===== src/rtl/bit_serializer_pkg.sv =====
// Shared definitions for the bit serializer: FSM encoding, counter widths
// and the frame-length clamp applied when a word is captured.
package bit_serializer_pkg;

   typedef enum logic [1:0] {
      IDLE  = 2'd0,
      SHIFT = 2'd1,
      GAP   = 2'd2
   } state_t;

   localparam int GAP_W = 4;

   // A length of zero, or one beyond the word width, means a full-width frame.
   function automatic int clamp_len(input int len, input int data_w);
      return ((len == 0) || (len > data_w)) ? data_w : len;
   endfunction

endpackage


===== src/rtl/bit_serializer_word_buffer.sv =====
// One-entry holding register with a valid flag, so the next word can be
// accepted while the current one is being shifted out.
module word_buffer #(
   parameter int DATA_W = 8,
   parameter int LEN_W  = 4
) (
   input  logic              clk,
   input  logic              rst,
   input  logic              push,
   input  logic              pop,
   input  logic [DATA_W-1:0] data_in,
   input  logic [LEN_W-1:0]  len_in,
   output logic [DATA_W-1:0] data,
   output logic [LEN_W-1:0]  len,
   output logic              full
);

   always_ff @(posedge clk or posedge rst) begin
      if (rst) begin
         data <= '0;
         len  <= '0;
         full <= 1'b0;
      end else if (push) begin
         data <= data_in;
         len  <= len_in;
         full <= 1'b1;
      end else if (pop) begin
         full <= 1'b0;
      end
   end

endmodule


===== src/rtl/bit_serializer.sv =====
// Serializes parallel words into a direction-bit stream for the downstream
// ring-counter sequence FSM, with per-word frame length and a fixed idle gap.
module bit_serializer
   import bit_serializer_pkg::*;
#(
   parameter int DATA_W     = 8,
   parameter int LEN_W      = 4,
   parameter int MSB_FIRST  = 0,
   parameter int GAP_CYCLES = 0
) (
   input  logic              clk,
   input  logic              rst,
   input  logic [DATA_W-1:0] din,
   input  logic [LEN_W-1:0]  din_len,
   input  logic              din_valid,
   output logic              din_ready,
   input  logic              hold,
   output logic              a_out,
   output logic              a_valid,
   output logic              frame_done,
   output logic              busy
);

   localparam logic [GAP_W-1:0] GAP_INIT = GAP_W'(GAP_CYCLES);

   state_t              state;
   logic [DATA_W-1:0]   shift_reg;
   logic [LEN_W-1:0]    bit_cnt;
   logic [GAP_W-1:0]    gap_cnt;
   logic                frame_done_r;

   logic [DATA_W-1:0]   buf_data;
   logic [LEN_W-1:0]    buf_len;
   logic                buf_full;
   logic                push;
   logic                pop;
   logic [LEN_W-1:0]    len_clamped;
   logic                last_bit;
   logic                gap_last;

   // Handshake: a word transfers on a rising edge where din_valid && din_ready;
   // din_ready depends only on the buffer flag, never on din_valid.
   assign din_ready   = !buf_full;
   assign push        = din_valid && !buf_full;
   assign len_clamped = LEN_W'(clamp_len(int'(din_len), DATA_W));
   assign last_bit    = (bit_cnt == LEN_W'(1));
   assign gap_last    = (gap_cnt <= GAP_W'(1));

   // The buffer is drained whenever the shifter is about to take a new word.
   always_comb begin
      pop = 1'b0;
      if (buf_full) begin
         case (state)
            IDLE:    pop = 1'b1;
            SHIFT:   pop = !hold && last_bit && (GAP_CYCLES == 0);
            GAP:     pop = gap_last;
            default: pop = 1'b0;
         endcase
      end
   end

   word_buffer #(
      .DATA_W (DATA_W),
      .LEN_W  (LEN_W)
   ) u_word_buffer (
      .clk     (clk),
      .rst     (rst),
      .push    (push),
      .pop     (pop),
      .data_in (din),
      .len_in  (len_clamped),
      .data    (buf_data),
      .len     (buf_len),
      .full    (buf_full)
   );

   // MSB-first frames are left-justified so the next bit is always the top bit.
   function automatic logic [DATA_W-1:0] align(input logic [DATA_W-1:0] d,
                                                input logic [LEN_W-1:0]  l);
      if (MSB_FIRST != 0) return d << (DATA_W - int'(l));
      else                return d;
   endfunction

   always_ff @(posedge clk or posedge rst) begin
      if (rst) begin
         state        <= IDLE;
         shift_reg    <= '0;
         bit_cnt      <= '0;
         gap_cnt      <= '0;
         frame_done_r <= 1'b0;
      end else begin
         frame_done_r <= 1'b0;
         case (state)
            IDLE: begin
               if (pop) begin
                  shift_reg <= align(buf_data, buf_len);
                  bit_cnt   <= buf_len;
                  state     <= SHIFT;
               end
            end
            SHIFT: begin
               if (!hold) begin
                  if (last_bit) begin
                     frame_done_r <= 1'b1;
                     if (pop) begin
                        shift_reg <= align(buf_data, buf_len);
                        bit_cnt   <= buf_len;
                     end else if (GAP_CYCLES > 0) begin
                        shift_reg <= '0;
                        bit_cnt   <= '0;
                        gap_cnt   <= GAP_INIT;
                        state     <= GAP;
                     end else begin
                        shift_reg <= '0;
                        bit_cnt   <= '0;
                        state     <= IDLE;
                     end
                  end else begin
                     if (MSB_FIRST != 0) shift_reg <= shift_reg << 1;
                     else                shift_reg <= shift_reg >> 1;
                     bit_cnt <= bit_cnt - LEN_W'(1);
                  end
               end
            end
            GAP: begin
               // The idle gap runs on regardless of hold.
               if (gap_last) begin
                  gap_cnt <= '0;
                  if (pop) begin
                     shift_reg <= align(buf_data, buf_len);
                     bit_cnt   <= buf_len;
                     state     <= SHIFT;
                  end else begin
                     state <= IDLE;
                  end
               end else begin
                  gap_cnt <= gap_cnt - GAP_W'(1);
               end
            end
            default: state <= IDLE;
         endcase
      end
   end

   assign a_valid    = (state == SHIFT);
   assign a_out      = (state == SHIFT) ? ((MSB_FIRST != 0) ? shift_reg[DATA_W-1] : shift_reg[0])
                                        : 1'b0;
   assign frame_done = frame_done_r;
   assign busy       = (state != IDLE) || buf_full;

endmodule


===== config.mk =====
export PLATFORM = sky130hd
export DESIGN_NAME = bit_serializer
export DESIGN_NICKNAME = d
export VERILOG_FILES = /design/src/rtl/bit_serializer_pkg.sv /design/src/rtl/bit_serializer_word_buffer.sv /design/src/rtl/bit_serializer.sv
export SDC_FILE = /design/constraint.sdc
export NUM_CORES = 1
export LEC_CHECK = 0
export BUFFER_PORTS_ARGS = -buffer_cell sky130_fd_sc_hd__buf_2
export CAP_MARGIN = 20
export CORE_AREA = 2 2 54 56
export DETAILED_ROUTE_END_ITERATION = 16
export DIE_AREA = 0 0 56 58
export GPL_TIMING_DRIVEN = 0
export PLACE_DENSITY = 0.69
export SETUP_SLACK_MARGIN = 0.15
export SLEW_MARGIN = 20
export SYNTH_ARGS = -nofsm -noshare
export SYNTH_HDL_FRONTEND = slang
export SYNTH_SLANG_ARGS = --single-unit

===== constraint.sdc =====
create_clock -name clk -period 1.7 [get_ports clk]
set_input_delay 0.085 -clock clk [delete_from_list [all_inputs] [get_ports clk]]
set_output_delay 0.085 -clock clk [all_outputs]
set_load 0.03 [all_outputs]

# == Word level (Yosys, flattened, before mapping) ==
# Index checks and enable logic that the tools add are counted.
# totals
reg_bits,32
in_bits,16
out_inout_bits,5
wordCells,62
# op_classes
n_addsub,2
order_cmp,2
eq_ne,8
n_mux,29
n_reduce_logical,13
# op_table
operator,n
two-way mux 8 bit,5
two-way mux 4 bit,7
one-hot mux 8 bit (3 select lines),1
one-hot mux 4 bit (3 select lines),1
two-way mux 2 bit,5
two-way mux 1 bit,8
"inequality test 2 bit, second input constant",4
"subtractor 4 x 1 -> 4 bit, second input constant",2
one-hot mux 2 bit (3 select lines),1
AND reduction 5 bit,1
"== test 4 x 1 -> 1 bit, second input constant",1
"greater-than comparator 4 bit, second input constant",1
"less-or-equal comparator 4 x 1 -> 1 bit, second input constant",1
logical NOT 4 bit,1
nonzero test 2 bit,2
one-hot mux 1 bit (3 select lines),1
AND reduction 3 bit,1
nonzero test 3 bit,1
"== test 2 x 1 -> 1 bit, second input constant",1
"== test 2 bit, second input constant",1
logical AND 1 bit,2
logical NOT 1 bit,2
logical NOT 2 bit,1
logical OR 1 bit,2
"inequality test 2 x 1 -> 1 bit, second input constant",1

# == Logic depth before layout (Yosys ltp) ==
# depth
depth_word,8
ltp_mapped,7
depth_no_buf,6

# == Modules after synthesis ==
# Synthesis repeated with hierarchy kept, for this count alone.
# hier_totals
hier_cells,116
hier_area_um2,1306.3
# modules_own_cells
module,instances,cells_per_inst,area_per_inst_um2,seq_area_each_um2
bit_serializer,1,87,784.5,350.3
word_buffer,1,29,521.8,325.3

# == Worst setup path before layout ==
# Ideal clock, no wire load.
# synth_path
path_type,reg-to-reg
from,register bit_cnt[1]
to,register bit_cnt[3]
setup_ps,77
t_arrival_ps,1595
required_ps,1623
slack_ps,28
path_stages_with_launch,8
n_path_buf,1
synth_period_minus_slack_ps,1672
cell_sequence,dfrtp_1 > inv_1 > ha_1 > or4b_4 > o21ai_2 > buf_6 > a22oi_2 > o21ai_1
# synth_via
elab_chain_len,8
elab_cells_between_ends,11
classes_between,add/sub (1); eq/ne (1); mux (8); reduce/logical (1)
# synth_lines
item,line,rtl
start: declaration,bit_serializer.sv:28,logic [LEN_W-1:0] bit_cnt;
start signal: assignment,bit_serializer.sv:97,bit_cnt <= buf_len;
start signal: assignment,bit_serializer.sv:107,bit_cnt <= buf_len;
start signal: assignment,bit_serializer.sv:121,bit_cnt <= bit_cnt - LEN_W'(1);
== test 4 x 1 -> 1 bit,bit_serializer.sv:46,assign last_bit = (bit_cnt == LEN_W'(1));
logical AND 1 bit,bit_serializer.sv:55,SHIFT: pop = !hold && last_bit && (GAP_CYCLES == 0);
one-hot mux 1 bit (3 select lines),bit_serializer.sv:53,case (state)
two-way mux 1 bit,bit_serializer.sv:52,if (buf_full) begin
two-way mux 4 bit,bit_serializer.sv:105,if (pop) begin
two-way mux 4 bit,bit_serializer.sv:103,if (last_bit) begin
two-way mux 4 bit,bit_serializer.sv:102,if (!hold) begin
one-hot mux 4 bit (3 select lines) *,bit_serializer.sv:93,case (state)
# Every way passes the cells marked *; elsewhere a longest branch is shown, timed or not. The select of a mux whose other input is x is not followed.
# A chain may end at the register's enable or synchronous reset.

# == Worst setup path after layout ==
# Same ends and word-level chain as after synthesis.

==> results.sh <==
export IMPL_cts_sinks=27
export IMPL_max_stage_delay_ns=0.47
export IMPL_timing_final_crit_share=1.01
export IMPL_viasPerCell=5.22
export IMPL_seqPwrFrac=0.531
export IMPL_cts_tree="done"
export IMPL_final_nets=192
export IMPL_cts_buffers_inserted=3
export IMPL_clkTransAtPathRegs_ns=0.15
export IMPL_post_synth_top_area_cell="dfrtp_1"
export IMPL_syn_inst=133
export IMPL_drcViolationCount=0
export IMPL_antenna_cells=0
export IMPL_clockBufferDepth=2
export IMPL_fmax_mhz=584
export IMPL_cp_data_arrival_time_ns=1.98
export IMPL_grt_overflow=0
export IMPL_fin_crit_ns=1.71
export IMPL_yosys_top_cells_area="dfrtp_1, nand2_1, nor2_1"
export IMPL_wirelength_um=2630
export IMPL_r2r_end="bit_cnt[3]"
export IMPL_ir_worst_vdd_mv=0.808
export IMPL_switching_power_uw=657
export IMPL_crit_end="bit_cnt[3]"
export IMPL_powerDensity_nw_per_um2=1180
export IMPL_min_path_type="input port to flip-flop"
export IMPL_cp_slowest_cell="or4b_4"
export IMPL_insertion_delay_ns=0.33
export IMPL_setup_violations=1
export IMPL_ios=21
export IMPL_placed_cell_area_um2=1390
export IMPL_ys_flop_type="dfrtp_1"
export IMPL_rsz0062_at_grt="true"
export IMPL_start_util=0.463
export IMPL_drt_iter0_drc=18
export IMPL_coreArea_um2=2660
export IMPL_synth_top_cell_area_share=0.548
export IMPL_async_reset_ff_frac=1.00
export IMPL_internal_power_uw=1220
export IMPL_cp_end_kind="flip-flop"
export IMPL_netlist_area_um2=1230
export IMPL_route_met3_wl_um=90
export IMPL_start_kind="flip-flop"
export IMPL_slew_headroom=0.621
export IMPL_p_comb_frac=0.320
export IMPL_cts_max_level=1
export IMPL_met1Wirelength_um=1200
export IMPL_antenna_found_initial=0
export IMPL_postSynthAreaPerCell_um2=9.27
export IMPL_outcome="finished, violations left"
export IMPL_io_buffers=20
export IMPL_hold_violations=0
export IMPL_drv_cap=0
export IMPL_vias=1065
export IMPL_cp_startpoint="bit_cnt[1]"
export IMPL_post_drt_wl_per_cell_um=12.9
export IMPL_fin_skew_ns=0.0154
export IMPL_synth_edf_count=0
export IMPL_violations="negative setup slack"
export IMPL_synthDistinctLibCells=25
export IMPL_ys_seq_area_frac=0.548
export IMPL_setup_ws_ns=-0.0126
export IMPL_top_layer_used="met4"
export IMPL_die_width_um=56
export IMPL_dieArea_um2=3250
export IMPL_met2_wirelength_um=1310
export IMPL_post_synth_top_count_cell="nand2_1"
export IMPL_p_leak_uw=0.000771
export IMPL_cp_cell_sequence="inv_2 > ha_4 > or4b_4 > o21ai_4 > buf_6 > a22oi_2 > o21ai_1"
export IMPL_r2r_start="bit_cnt[1]"
export IMPL_place_congestion=0.798
export IMPL_ant_nets=0
export IMPL_tightest_slew_ns=0.567
export IMPL_grt_max_degree=28
export IMPL_grt_pass1_wl_um=4690
export IMPL_critPathKind="flip-flop to flip-flop"
export IMPL_dp_final_hpwl_um=1650
export IMPL_swShare=0.350
export IMPL_cp_max_fo=5
export IMPL_required_ns=1.97
export IMPL_yosys_warnings=0
export IMPL_ctsRootBufferMaster="clkbuf_4"
export IMPL_area_delta_synth_final_pct=29.0
export IMPL_rrSetupSlack_ns=-0.01
export IMPL_die_h_um=58
export IMPL_fin_area_um2=1590
export IMPL_drive_gt1_frac=0.272
export IMPL_clkPwrFrac=0.149
export IMPL_final_core_util=0.597
export IMPL_first_pass_iters=4
export IMPL_grt_pass1_vias=1057
export IMPL_syn_nets=151
export IMPL_slew_viol_final=0
export IMPL_yosys_top_cells_count="nand2_1, dfrtp_1, nor2_1, inv_1, a221oi_1"
export IMPL_ff2ff_path_depth=7
export IMPL_grtUsageTotal=0.184
export IMPL_ys_ff_latch=27
export IMPL_row_count=19
[worst min path at each step]
stage               startpoint                     to  slack, ns  cells after the start
floorplan                  rst             bit_cnt[0]       0.14                      1
global route        din_len[2]   u_word_buffer.len[2]      0.006                      3
global placement        din[4]  u_word_buffer.data[4]       0.27                      3
finish              din_len[0]   u_word_buffer.len[0]       0.01                      3
detailed placement      din[7]  u_word_buffer.data[7]       0.28                      3
CTS                        rst           shift_reg[0]      0.008                      2
[through the flow]
stage / setup WS (ns) / hold WS (ns) / setup TNS, ns / total power (uW) / std cells
after detailed placement: -0.0570 / 0.277 / -0.355 / 1500 / 184
after CTS: -0.00596 / 0.00805 / -0.00977 / 1850 / 202
after global placement: -0.0341 / 0.274 / -0.112 / 1470 / 184
final: -0.0126 / 0.0124 / -0.0126 / 1880 / 204
after global routing: -0.105 / 0.00583 / -0.660 / 2040 / 204
after floorplan: 0.0632 / 0.138 / 0 / 1360 / 133
[power groups by stage]
stage          Combinational (uW)  Clock, uW  Sequential, uW
6_report                      600        280             997
2_1_floorplan                 380          0             978
3_5_place_dp                  486          0            1010
5_1_grt                       692        316            1030
3_3_place_gp                  466          0            1010
4_1_cts                       571        287             993
[critical path, delay by kind of cell (launching register included)]
family                     cells  cell delay, ns
AOI/OAI and AO/OA              3            0.41
adders and majority gates      1            0.13
buffers and inverters          2            0.24
DFF                            1            0.42
and+or+nand+nor                1            0.47
[per-layer routing]
layer | track usage | up-vias
met5 | 0 | -
met1 | 0.239 | 509
met3 | 0.0268 | 3
li1 | - | 529
met2 | 0.329 | 24
met4 | 0.0408 | 0
[what timing repair did]
action                                  4_1_cts  5_1_grt
setup buffers                                 5        1
hold endpoints to repair                      8       27
endpoints found under the setup margin       11       15
hold buffers                                  8        1
pin swaps                                     4        2
resized for setup                             7        3
cloned                                        1        0
[layout make-up]
type | count | area (um^2)
fillers | 249 | 1070
flip-flops and latches | 27 | 676
multi-input cells | 91 | 536
repair buffers | 36 | 246
well taps | 31 | 38.8
inverters | 10 | 37.5
plain buffers | 5 | 28.8
clock buffers | 3 | 22.5
clock inverters | 1 | 5.00
[cells in the final DEF, fill, tap and decap left out, drive strengths merged]
cell type | netlist | final
o311a | 1 | 1
inv | 10 | 10
nor4 | 1 | 1
o21ai | 6 | 6
a221oi | 9 | 9
buf | 1 | 28
nor2b | 1 | 1
nor3 | 1 | 1
and2 | 1 | 1
nand3b | 3 | 3
clkbuf | 4 | 7
a21o | 1 | 1
ha | 2 | 2
nor4b | 1 | 1
nand3 | 3 | 3
clkinv | 0 | 1
nor2 | 19 | 19
nand2 | 33 | 33
a21oi | 7 | 7
dlygate4sd3 | 0 | 9
dfrtp | 27 | 27
a22oi | 1 | 1
or4b | 1 | 1
[logic make-up after synthesis]
group	after synthesis	synth area share
compound gates	25	0.153
fa+ha+maj	2	0.0203
buf+inv	15	0.0518
flops	27	0.548
simple gates	64	0.226
(Power assumes the default switching activity.)
